### config.mk
export PLATFORM = sky130hd
export DESIGN_NAME = alu_share_arbiter
export DESIGN_NICKNAME = d
export VERILOG_FILES = /design/src/rtl/alu_share_arbiter.sv
export SDC_FILE = /design/constraint.sdc
export NUM_CORES = 1
export LEC_CHECK = 0
export CORE_AREA = 2 2 194 196
export CTS_BUF_LIST = sky130_fd_sc_hd__clkbuf_4
export DETAILED_ROUTE_END_ITERATION = 6
export DIE_AREA = 0 0 196 198
export SLEW_MARGIN = 30
export SYNTH_ARGS = -nofsm -noshare
export SYNTH_HDL_FRONTEND = slang
export SYNTH_SLANG_ARGS = --single-unit
### constraint.sdc
create_clock -name clk -period 2.2 [get_ports clk]
set_input_delay 0.44 -clock clk [delete_from_list [all_inputs] [get_ports clk]]
set_output_delay 0.44 -clock clk [all_outputs]
set_load 0.02 [all_outputs]
### src/rtl/alu_share_arbiter.sv
// Round-robin share of one combinational ALU between the issue lane (0) and the
// load/store address lane (1), with a one-entry valid/ready result register.
module alu_share_arbiter #(
    parameter int unsigned LEN   = 32,
    parameter int unsigned TAG_W = 4
) (
    input  logic               clk,
    input  logic               rst,
    input  logic               flush,

    input  logic [1:0]         req_valid,
    output logic [1:0]         req_ready,
    input  logic [2*LEN-1:0]   req_rs1,
    input  logic [2*LEN-1:0]   req_rs2,
    input  logic [2*LEN-1:0]   req_imm,
    input  logic [2*LEN-1:0]   req_pc,
    input  logic [5:0]         req_alu_signal,
    input  logic [7:0]         req_func_code,
    input  logic [2*TAG_W-1:0] req_tag,

    output logic [LEN-1:0]     alu_rs1,
    output logic [LEN-1:0]     alu_rs2,
    output logic [LEN-1:0]     alu_imm,
    output logic [LEN-1:0]     alu_pc,
    output logic [2:0]         alu_signal,
    output logic [3:0]         alu_func_code,
    input  logic [LEN-1:0]     alu_result,
    input  logic [1:0]         alu_sign_bits,

    output logic               out_valid,
    input  logic               out_ready,
    output logic [LEN-1:0]     out_result,
    output logic [1:0]         out_sign_bits,
    output logic [TAG_W-1:0]   out_tag,
    output logic               out_src
);

    localparam logic [2:0] ALU_NOP = 3'd0;

    logic [LEN-1:0]   rs1_lane  [2];
    logic [LEN-1:0]   rs2_lane  [2];
    logic [LEN-1:0]   imm_lane  [2];
    logic [LEN-1:0]   pc_lane   [2];
    logic [2:0]       sig_lane  [2];
    logic [3:0]       func_lane [2];
    logic [TAG_W-1:0] tag_lane  [2];

    logic             out_valid_q, out_valid_d;
    logic [LEN-1:0]   out_result_q, out_result_d;
    logic [1:0]       out_sign_bits_q, out_sign_bits_d;
    logic [TAG_W-1:0] out_tag_q, out_tag_d;
    logic             out_src_q, out_src_d;
    logic             rr_ptr_q, rr_ptr_d;

    logic             slot_free;
    logic [1:0]       grant;
    logic             gnt_lane;
    logic             fire;

    always_comb begin
        for (int i = 0; i < 2; i++) begin
            rs1_lane[i]  = req_rs1[i*LEN +: LEN];
            rs2_lane[i]  = req_rs2[i*LEN +: LEN];
            imm_lane[i]  = req_imm[i*LEN +: LEN];
            pc_lane[i]   = req_pc[i*LEN +: LEN];
            sig_lane[i]  = req_alu_signal[i*3 +: 3];
            func_lane[i] = req_func_code[i*4 +: 4];
            tag_lane[i]  = req_tag[i*TAG_W +: TAG_W];
        end
    end

    assign slot_free = !out_valid_q || out_ready;

    // rst gates the grant so requesters never see an accept during reset.
    always_comb begin
        grant = 2'b00;
        if (!rst && !flush && slot_free) begin
            case (req_valid)
                2'b01:   grant = 2'b01;
                2'b10:   grant = 2'b10;
                2'b11:   grant = rr_ptr_q ? 2'b10 : 2'b01;
                default: grant = 2'b00;
            endcase
        end
    end

    assign gnt_lane  = grant[1];
    assign fire      = |grant;
    assign req_ready = grant;

    // Idle cycles present a NOP so the ALU never re-executes a stale operation.
    always_comb begin
        alu_rs1       = '0;
        alu_rs2       = '0;
        alu_imm       = '0;
        alu_pc        = '0;
        alu_signal    = ALU_NOP;
        alu_func_code = 4'd0;
        if (fire) begin
            alu_rs1       = rs1_lane[gnt_lane];
            alu_rs2       = rs2_lane[gnt_lane];
            alu_imm       = imm_lane[gnt_lane];
            alu_pc        = pc_lane[gnt_lane];
            alu_signal    = sig_lane[gnt_lane];
            alu_func_code = func_lane[gnt_lane];
        end
    end

    always_comb begin
        out_valid_d     = out_valid_q;
        out_result_d    = out_result_q;
        out_sign_bits_d = out_sign_bits_q;
        out_tag_d       = out_tag_q;
        out_src_d       = out_src_q;
        rr_ptr_d        = rr_ptr_q;
        if (flush) begin
            out_valid_d = 1'b0;
        end else if (fire) begin
            out_valid_d     = 1'b1;
            out_result_d    = alu_result;
            out_sign_bits_d = alu_sign_bits;
            out_tag_d       = tag_lane[gnt_lane];
            out_src_d       = gnt_lane;
            rr_ptr_d        = ~gnt_lane;
        end else if (out_valid_q && out_ready) begin
            out_valid_d = 1'b0;
        end
    end

    always_ff @(posedge clk or posedge rst) begin
        if (rst) begin
            out_valid_q     <= 1'b0;
            out_result_q    <= '0;
            out_sign_bits_q <= 2'b00;
            out_tag_q       <= '0;
            out_src_q       <= 1'b0;
            rr_ptr_q        <= 1'b0;
        end else begin
            out_valid_q     <= out_valid_d;
            out_result_q    <= out_result_d;
            out_sign_bits_q <= out_sign_bits_d;
            out_tag_q       <= out_tag_d;
            out_src_q       <= out_src_d;
            rr_ptr_q        <= rr_ptr_d;
        end
    end

    assign out_valid     = out_valid_q;
    assign out_result    = out_result_q;
    assign out_sign_bits = out_sign_bits_q;
    assign out_tag       = out_tag_q;
    assign out_src       = out_src_q;

endmodule

# Word level (Yosys, flattened, before mapping)
# Index checks and enable logic that the tools add are counted.
dict set report totals {
  reg_bits 41
  output_inout_bits 177
}
dict set report op_classes {
  n_reduce_logical 10
  bitwise_logic 3
  n_eq_ne 3
  n_mux 33
  order_cmp 1
}
# operator count
set op_table {}
lappend op_table {{two-way mux 32 bit} 16}
lappend op_table {{two-way mux 4 bit} 7}
lappend op_table {{two-way mux 3 bit} 4}
lappend op_table {{one-hot mux 2 bit (3 select lines)} 1}
lappend op_table {{== test 2 bit (second input constant)} 2}
lappend op_table {{two-way mux 2 bit} 2}
lappend op_table {{logical AND 1 bit} 3}
lappend op_table {{logical NOT 1 bit} 3}
lappend op_table {{two-way mux 1 bit} 3}
lappend op_table {{nonzero test 3 bit} 1}
lappend op_table {{== test 2 x 1 -> 1 bit (second input constant)} 1}
lappend op_table {{>= comparator 2 bit (second input constant)} 1}
lappend op_table {{inverter 1 bit} 2}
lappend op_table {{inverter 1 -> 2 bit} 1}
lappend op_table {{AND reduction 2 bit} 1}
lappend op_table {{OR reduction 2 bit} 1}
lappend op_table {{logical OR 1 bit} 1}

# Logic depth before layout (Yosys ltp)
dict set report logic_depth {
  word_depth 9
  ltp_mapped 6
  ltp_nobuf 3
}

# Worst setup path before layout
# OpenSTA, ideal clock, no wires.
dict set report synth_timing {
  path_kind {input-to-output}
  startpoint {input req_valid[1]}
  endpoint {output alu_imm[10]}
  setup_slack_ps 263
  arrival_time_ps 1497
  path_buffers 3
  cell_stages 6
  cell_sequence {buf_2 -> a21boi_2 -> buf_2 -> buf_2 -> a32oi_1 -> nor2_1}
}
dict set report synth_via {
  elab_chain_cells 8
  word_cells_on_any_way 11
  classes_between {eq/ne (3); mux (6); bitwise (1); reduce/logical (1)}
}
# element line
set synth_lines {}
lappend synth_lines {{from (decl)} 11} ;# input logic [1:0] req_valid,
lappend synth_lines {{== test 2 bit or == test 2 x 1 -> 1 bit (tied branches)} 78} ;# case (req_valid)
lappend synth_lines {{one-hot mux 2 bit (3 select lines) *} 78}
lappend synth_lines {{two-way mux 2 bit *} 77} ;# if (!rst && !flush && slot_free) begin
lappend synth_lines {{inverter 1 -> 2 bit (not written as such)} 102} ;# alu_imm = imm_lane[gnt_lane];
lappend synth_lines {{two-way mux 32 bit (not written as such) (3 in a row)} 102}
lappend synth_lines {{two-way mux 32 bit *} 99} ;# if (fire) begin
lappend synth_lines {{to (decl)} 23} ;# output logic [LEN-1:0] alu_imm,
# Every way passes the cells marked *; elsewhere a longest branch is shown, timed or not. The select of a mux whose other input is x is not followed.

# Worst setup path after layout
dict set report layout_timing {
  startpoint {register rr_ptr_q}
  endpoint {output alu_rs2[3]}
}
dict set report layout_via {
  elab_chain_cells 8
  word_cells_on_any_way 9
  classes_between {mux (7); bitwise (1); reduce/logical (1)}
}
# element line
set layout_lines {}
lappend layout_lines {{from (decl)} 53} ;# logic rr_ptr_q, rr_ptr_d;
lappend layout_lines {{from (signal assigned)} 144} ;# rr_ptr_q <= rr_ptr_d;
lappend layout_lines {{two-way mux 2 bit *} 81} ;# 2'b11: grant = rr_ptr_q ? 2'b10 : 2'b01;
lappend layout_lines {{one-hot mux 2 bit (3 select lines) *} 78}
lappend layout_lines {{two-way mux 2 bit *} 77}
lappend layout_lines {{inverter 1 -> 2 bit (not written as such)} 101} ;# alu_rs2 = rs2_lane[gnt_lane];
lappend layout_lines {{two-way mux 32 bit (not written as such) (3 in a row)} 101}
lappend layout_lines {{two-way mux 32 bit *} 99}
lappend layout_lines {{to (decl)} 22} ;# output logic [LEN-1:0] alu_rs2,
# Marked as above.

==> implementation parameters <==
Parameter                              Value

Drt
  Drt first-iter violations ... 229
  Vias per std cell ... 4.23
  Detailed Route WL ... 29300 um
  Total via count in the routed design ... 6310
  Post-route ant nets ... 0
  Initial DRT Pass Iterations ... 4
  DR WL/cell ... between 15 and 20 um
  DR DRC count ... 0

Setup path
  Data required time at the worst endpoint ... 1760 ps
  WP data arrival ... between 2000 and 2500 ps
  CP Capture Type ... primary output
  Critical Path Source Type ... flop
  Reg-to-reg setup timing slack ... 370 ps
  Worst Reg2Reg Path Length in Cells ... 11
  Worst-path fanout max ... 6
  Launch point of the worst reg-to-reg path ... rr_ptr_q
  Critical path start-end classification ... reg2out
  Worst reg2reg endpoint ... out_tag[1]

Finish
  Leading cell types in the layout, fill and taps excluded ... sky130_fd_sc_hd__clkdlybuf4s50_1 (353), sky130_fd_sc_hd__buf_4 (159), sky130_fd_sc_hd__nor2_1 (124), sky130_fd_sc_hd__a32oi_1 (68), sky130_fd_sc_hd__a32oi_2 (65)
  Number of nets at the end of the flow ... roughly 1300
  Post-synthesis to final-layout area growth ... 202%
  Most frequent standard cell in the layout excluding fill and tap cells ... sky130_fd_sc_hd__clkdlybuf4s50_1
  Number of filler instances in the final layout ... 3856
  Fraction of the core area covered by cells at the end of the flow ... 0.303
  Share of cells above drive strength 1 ... 0.407

Clocking
  Number of clock sinks ... 41
  CTS tree ... built
  Worst-path clk slew ... 160 ps
  Hold buffer count at cts ... 0
  CTS Buffer Depth ... 2
  Clock tree root buffer cell ... sky130_fd_sc_hd__clkbuf_4
  Clock Latency Late Sink ... 390 ps
  Clock H-tree levels ... 2
  Number of buffers created by CTS ... 5

STA
  Max-slew headroom ... 0.732
  Clock Skews ... 22.0 ps
  Final worst path period share ... 1.12
  Final Hold Viols ... 0
  Post-layout worst setup margin ... -259 ps
  Total setup violations reported at the end of the flow ... 130
  Final Slew Violations ... 0
  Achievable clock frequency ... between 400 and 500 MHz
  Setup Total Neg Slack ... -19820 ps
  RSZ-0062 raised after global routing ... true
  Time the final worst path needs with I/O delays and setup ... 2460 ps
  Least-Margin Pin Slew ... 402 ps
  Final worst hold slack ... ~180 ps

Die
  Height of the die ... 198 um
  Die area ... slightly below 40000 sq um
  Floorplan core area ... 37000 sq um
  Initial cell density of the core ... 0.100
  Floorplan die width ... 196 um
  Number of rows created at floorplan ... approximately 70
  Number of top-level design ports ... between 400 and 500

Synth
  Gate count after technology mapping ... ~440
  Distinct cell type count of the synthesized netlist ... 23
  Post-Synthesis Net Count ... 754
  Leading post-synthesis cells by cell area ... sky130_fd_sc_hd__a32oi_1 (33%), sky130_fd_sc_hd__dfrtp_1 (28%), sky130_fd_sc_hd__nor2_1 (14%)
  Area share of the leading cell type in the synthesized netlist ... 0.328
  Post-synthesis average cell area ... approximately 8.5 sq um
  Sequential cell area fraction in the yosys report ... 0.276
  Synth Register Bits ... 41
  Library cell with the largest summed area after synthesis ... sky130_fd_sc_hd__a32oi_1
  Synthesized area ... 3710 sq um
  Number of synthesis warnings ... 0

Worst hold path
  Path category of the worst min-delay check ... in2async

Outcome
  Violations in the final reports ... setup timing
  Result of the run ... finished, violations left

Power and ir drop
  Power after layout ... 5.00 mW
  IR Drop Worst-Case VDD ... 0.000328 V
  Power density of the placed cells ... 446 nW/um^2
  P_leak ... about 4.5 nW

Global route
  Total global routing overflow ... 0
  Via count of the first global-routing pass ... a little over 6000
  First-pass GRT wire length ... 39300 um
  Maximum number of pins on one net before global-route repair ... 73
  GRT Resource Usage Total ... 0.133
  Initial antenna violation count ... 3

Run
  MaxCap Viol Count ... 0

Place
  Count of buffers from port buffering ... 494
  Placer Congestion ... 0.805
  DP Wirelength ... just over 20000 um
[flip-flops by register name, indices dropped and copies added (netlist names)]
name	count
out_result	32
out_sign_bits	2
out_src	1
out_tag	4
out_valid	1
rr_ptr_q	1
[through the flow]
stage / cells / worst slack, ps / cell area (sq um)
finish: 1491 / -259 / 11200
global route: 1491 / -351 / 11200
CTS: 1474 / -415 / 10400
detailed placement: 1410 / -641 / 9750
global placement: 1410 / -627 / 9750
floorplan: 436 / 263 / 3710
[power by group]
group / total [mW] / internal (mW) / switching, mW
Clock: 0.430 / 0.131 / 0.299
Sequential: 1.01 / 0.906 / 0.0997
Combinational: 3.56 / 2.05 / 1.51
Total: 5.00 / 3.09 / 1.91
[cell type report]
type	instances	area [sq um]	share of cell area
Timing Repair Buffer	638	6470	0.577
Multi-Input combinational cell	327	3040	0.271
Sequential cell	41	1030	0.0917
Tap cell	474	593	0.0530
Clock buffer	5	37.5	0.00335
Clock inverter	3	25.0	0.00223
Antenna cell	2	5.00	0.000447
Inverter	1	3.75	0.000335
[synth_stat cells, drive strengths merged]
master / n
a21boi: 1
a32oi: 139
a41oi: 1
and3: 1
buf: 38
clkbuf: 29
dfrtp: 41
inv: 1
mux2: 34
nand2: 2
nand2b: 2
nand3: 1
nor2: 138
o211a: 1
o211ai: 1
o21ai: 1
o2bb2ai: 5
[kinds of logic after synthesis]
logic type             synth area share
and+or+nand+nor                   0.151
DFF                               0.276
AOI/OAI and AO/OA                 0.351
muxes                             0.133
buffers and inverters            0.0886
[worst max path at each step]
stage                   to  slack, ps    startpoint  depth (start not counted)
5_1_grt         alu_rs2[3]       -350      rr_ptr_q                          8
3_5_place_dp   alu_rs1[24]       -640  req_valid[0]                          7
2_1_floorplan  alu_imm[10]        260  req_valid[1]                          6
3_3_place_gp   alu_imm[16]       -630  req_valid[0]                          7
6_report        alu_rs2[3]       -260      rr_ptr_q                          8
4_1_cts        alu_rs1[26]       -410      rr_ptr_q                          7
[critical path: stages (launching register included)]
cell                       delay (ps)
sky130_fd_sc_hd__dfrtp_2          460
sky130_fd_sc_hd__nand2b_4         210
sky130_fd_sc_hd__buf_6            160
sky130_fd_sc_hd__buf_16           120
sky130_fd_sc_hd__buf_8            110
sky130_fd_sc_hd__buf_6            130
sky130_fd_sc_hd__a32oi_4          240
sky130_fd_sc_hd__nor2_2            70
sky130_fd_sc_hd__buf_12           140
[what timing repair did]
item / 4_1_cts / 5_1_grt
setup endpoints to repair: 137 / 137
pin swaps: 60 / 82
endpoints found under the hold margin: 0 / 0
gates cloned: 8 / 7
gates resized for setup: 650 / 164
setup buffers: 49 / 22
[per-layer routing]
| layer | up-vias | wire length, um | GRT usage |
|---|---|---|---|
| li1 | 2892 | - | - |
| met1 | 3080 | 11600 | 0.164 |
| met2 | 301 | 15100 | 0.244 |
| met3 | 37 | 2060 | 0.0264 |
| met4 | 0 | 610 | 0.0202 |
| met5 | - | 0 | 0 |
Note: power is estimated with default switching activity, not from simulation.
==> patch, RTL diff (config.mk and constraints unchanged) <==
`TAG_W`: 4 -> 6.
--- a/src/rtl/alu_share_arbiter.sv
+++ b/src/rtl/alu_share_arbiter.sv
@@ -4,3 +4,3 @@
     parameter int unsigned LEN   = 32,
-    parameter int unsigned TAG_W = 4
+    parameter int unsigned TAG_W = 6
 ) (
Ports: changed (resized out_tag and req_tag); port bits go from 495 to 501. No check against the original RTL was run, so the function may have changed too.
==> patch against the unedited design <==
The run still ends with setup timing left; core utilization down 1.2 points; sequential power rose by 4%; worst setup slack better by 0.10 ns; count of clock-buffer cells in the layout increased by 1; clock power is 49% higher; routed wire length grew 5.5%; sequential cell count up 2; cell area is 4.0% lower; total power is 3.3% higher; synthesized area grew 3.3%.
==> patch: results (changes against the unedited design) <==
Synth Area in Compound Gates 34.9% (-0.22 points); number of global-route vias before repair 6,138 (-0.28%); Avg WL per Cell 21.4 um (+8.7%); number of antenna violations at the first check in global routing 1 (-2); failing checks setup timing; Yosys warning count 0 (unchanged); Critical Path Source rr_ptr_q$_DFFE_PP0P_; Port Buffers 500 (+1.2%); Top Layer Used met4; Synth area leaders a32oi_1, dfrtp_1, nor2_1; later-pin clock latency in the skew report 0.36 ns (-0.03 ns); DRT met1 WL 12,700 um (+9.3%); GP Congestion 0.773 (-3.9%); final setup fails 135 (+3.8%); switching share of power 36.9% (-1.3 points); # fillers 3,855 (-0.026%); CTS Buf Count 5 (unchanged); Min Hold Slack 0.411 ns (+0.232 ns); first-pass GRT wire length 38,800 um (-1.4%); post-route setup slack -0.156 ns (+0.103 ns); CP endpoint alu_rs2[13]; clock skew 0.0201 ns (-0.00197 ns); Setup Fix Bufs, Post-CTS 12 (-76%); clk slew on worst S/H paths about 0.15 ns; Largest register FFs 32 (unchanged); Yosys cell types 25 (+8.7%); layout cells sized above 1 33.1% (-7.6 points); sequential share of the synthesized area 28.0% (+0.41 points); Post-DP Area 9550 um^2 (-2.1%); worst-path fanout max 4 (-2); Routed WL 31,000 um (+5.5%); critical path arrival 1.92 ns (-0.10 ns); DRT iter0 DRCs 253 (+10%); depth of the worst register-to-register path 5 (-6); Vias/cell 4.35 (+2.9%); total track usage 13.1% (-0.23 points); Post-Place Cells 1,387 (-1.6%); DP HPWL 19,400 um (-6.0%); setup TNS -10.33 ns (+9.49 ns); Place WS -0.680 ns (-0.0395 ns); RR Endpoint out_result[14]$_DFFE_PP0P_; fin nets 1,293 (-2.9%); met2 wire length 15,200 um (+1.2%); Leakage 4.24 nW (-5.1%); top post-synthesis cells by count a32oi_1, nor2_1, dfrtp_1, clkbuf_1, mux2_4; reg2reg start out_valid$_DFFE_PP0P_; post-synthesis adder-cell area fraction 0% (unchanged); Cells after Synth 442 (+1.4%); Peak supply drop 0.000246 V (-25%); cts repair resizes 670 (+3.1%); FF-to-FF setup slack 0.59 ns (+0.22 ns); status finished, violations left; max_slew headroom 71.9% (-1.3 points); largest net degree at the start of global routing 70 (-4.1%); root buffer cell clkbuf_4; met3 WL post-DR 2290 um (+11%); post-synth net total 764 (+1.3%); post-synthesis mux area share 12.9% (-0.43 points)
[patch: cell count changes after synthesis, sizes merged]
cell / before / now
a32oi: 139 / 141
buf: 38 / 36
clkbuf: 29 / 31
dfrtp: 41 / 43
o2bb2ai: 5 / 7
[patch: layer usage]
| metal | vias to the layer above | track usage [%] |
|---|---|---|
| li1 | 2831 | - |
| met1 | 3059 | 16.7 |
| met2 | 374 | 23.0 |
| met3 | 37 | 1.99 |
| met4 | 0 | 3.40 |
| met5 | - | 0 |
[patch: layout make-up]
type,count,area [um^2],area share (%)
antenna,1,2.50,0.0233
clock buffer,6,45.0,0.419
clock inverter,2,60.1,0.559
inverter,1,3.75,0.0349
multi-input combinational,331,2820,26.2
sequential,43,1080,10.0
tap,474,593,5.52
timing repair buffer,589,6150,57.2
[patch: how the worst min path moves through the flow]
stage	startpoint	end	depth (start not counted)
after floorplan	rr_ptr_q$_DFFE_PP0P_	rr_ptr_q$_DFFE_PP0P_	1
after global placement	out_tag[5]$_DFFE_PP0P_	out_tag[5]$_DFFE_PP0P_	1
after detailed placement	out_tag[2]$_DFFE_PP0P_	out_tag[2]$_DFFE_PP0P_	1
after CTS	rst	rr_ptr_q$_DFFE_PP0P_	2
after global routing	rst	rr_ptr_q$_DFFE_PP0P_	2
final	rst	rr_ptr_q$_DFFE_PP0P_	2
[patch: worst register-to-register path: stages (launching register included)]
cell and delay (ns):
dfrtp_1 0.43, nand2b_4 0.09, buf_4 0.15, o211a_2 0.25, buf_12 0.21, mux2_2 0.38
[patch: power by group through the flow]
stage / sequential [mW] / clock [mW] / combinational, mW
finish: 1.05 / 0.639 / 3.47
global route: 1.07 / 0.703 / 3.63
CTS: 1.05 / 0.666 / 3.11
detailed placement: 1.06 / 0 / 2.63
global placement: 1.06 / 0 / 2.63
floorplan: 1.24 / 0 / 0.974
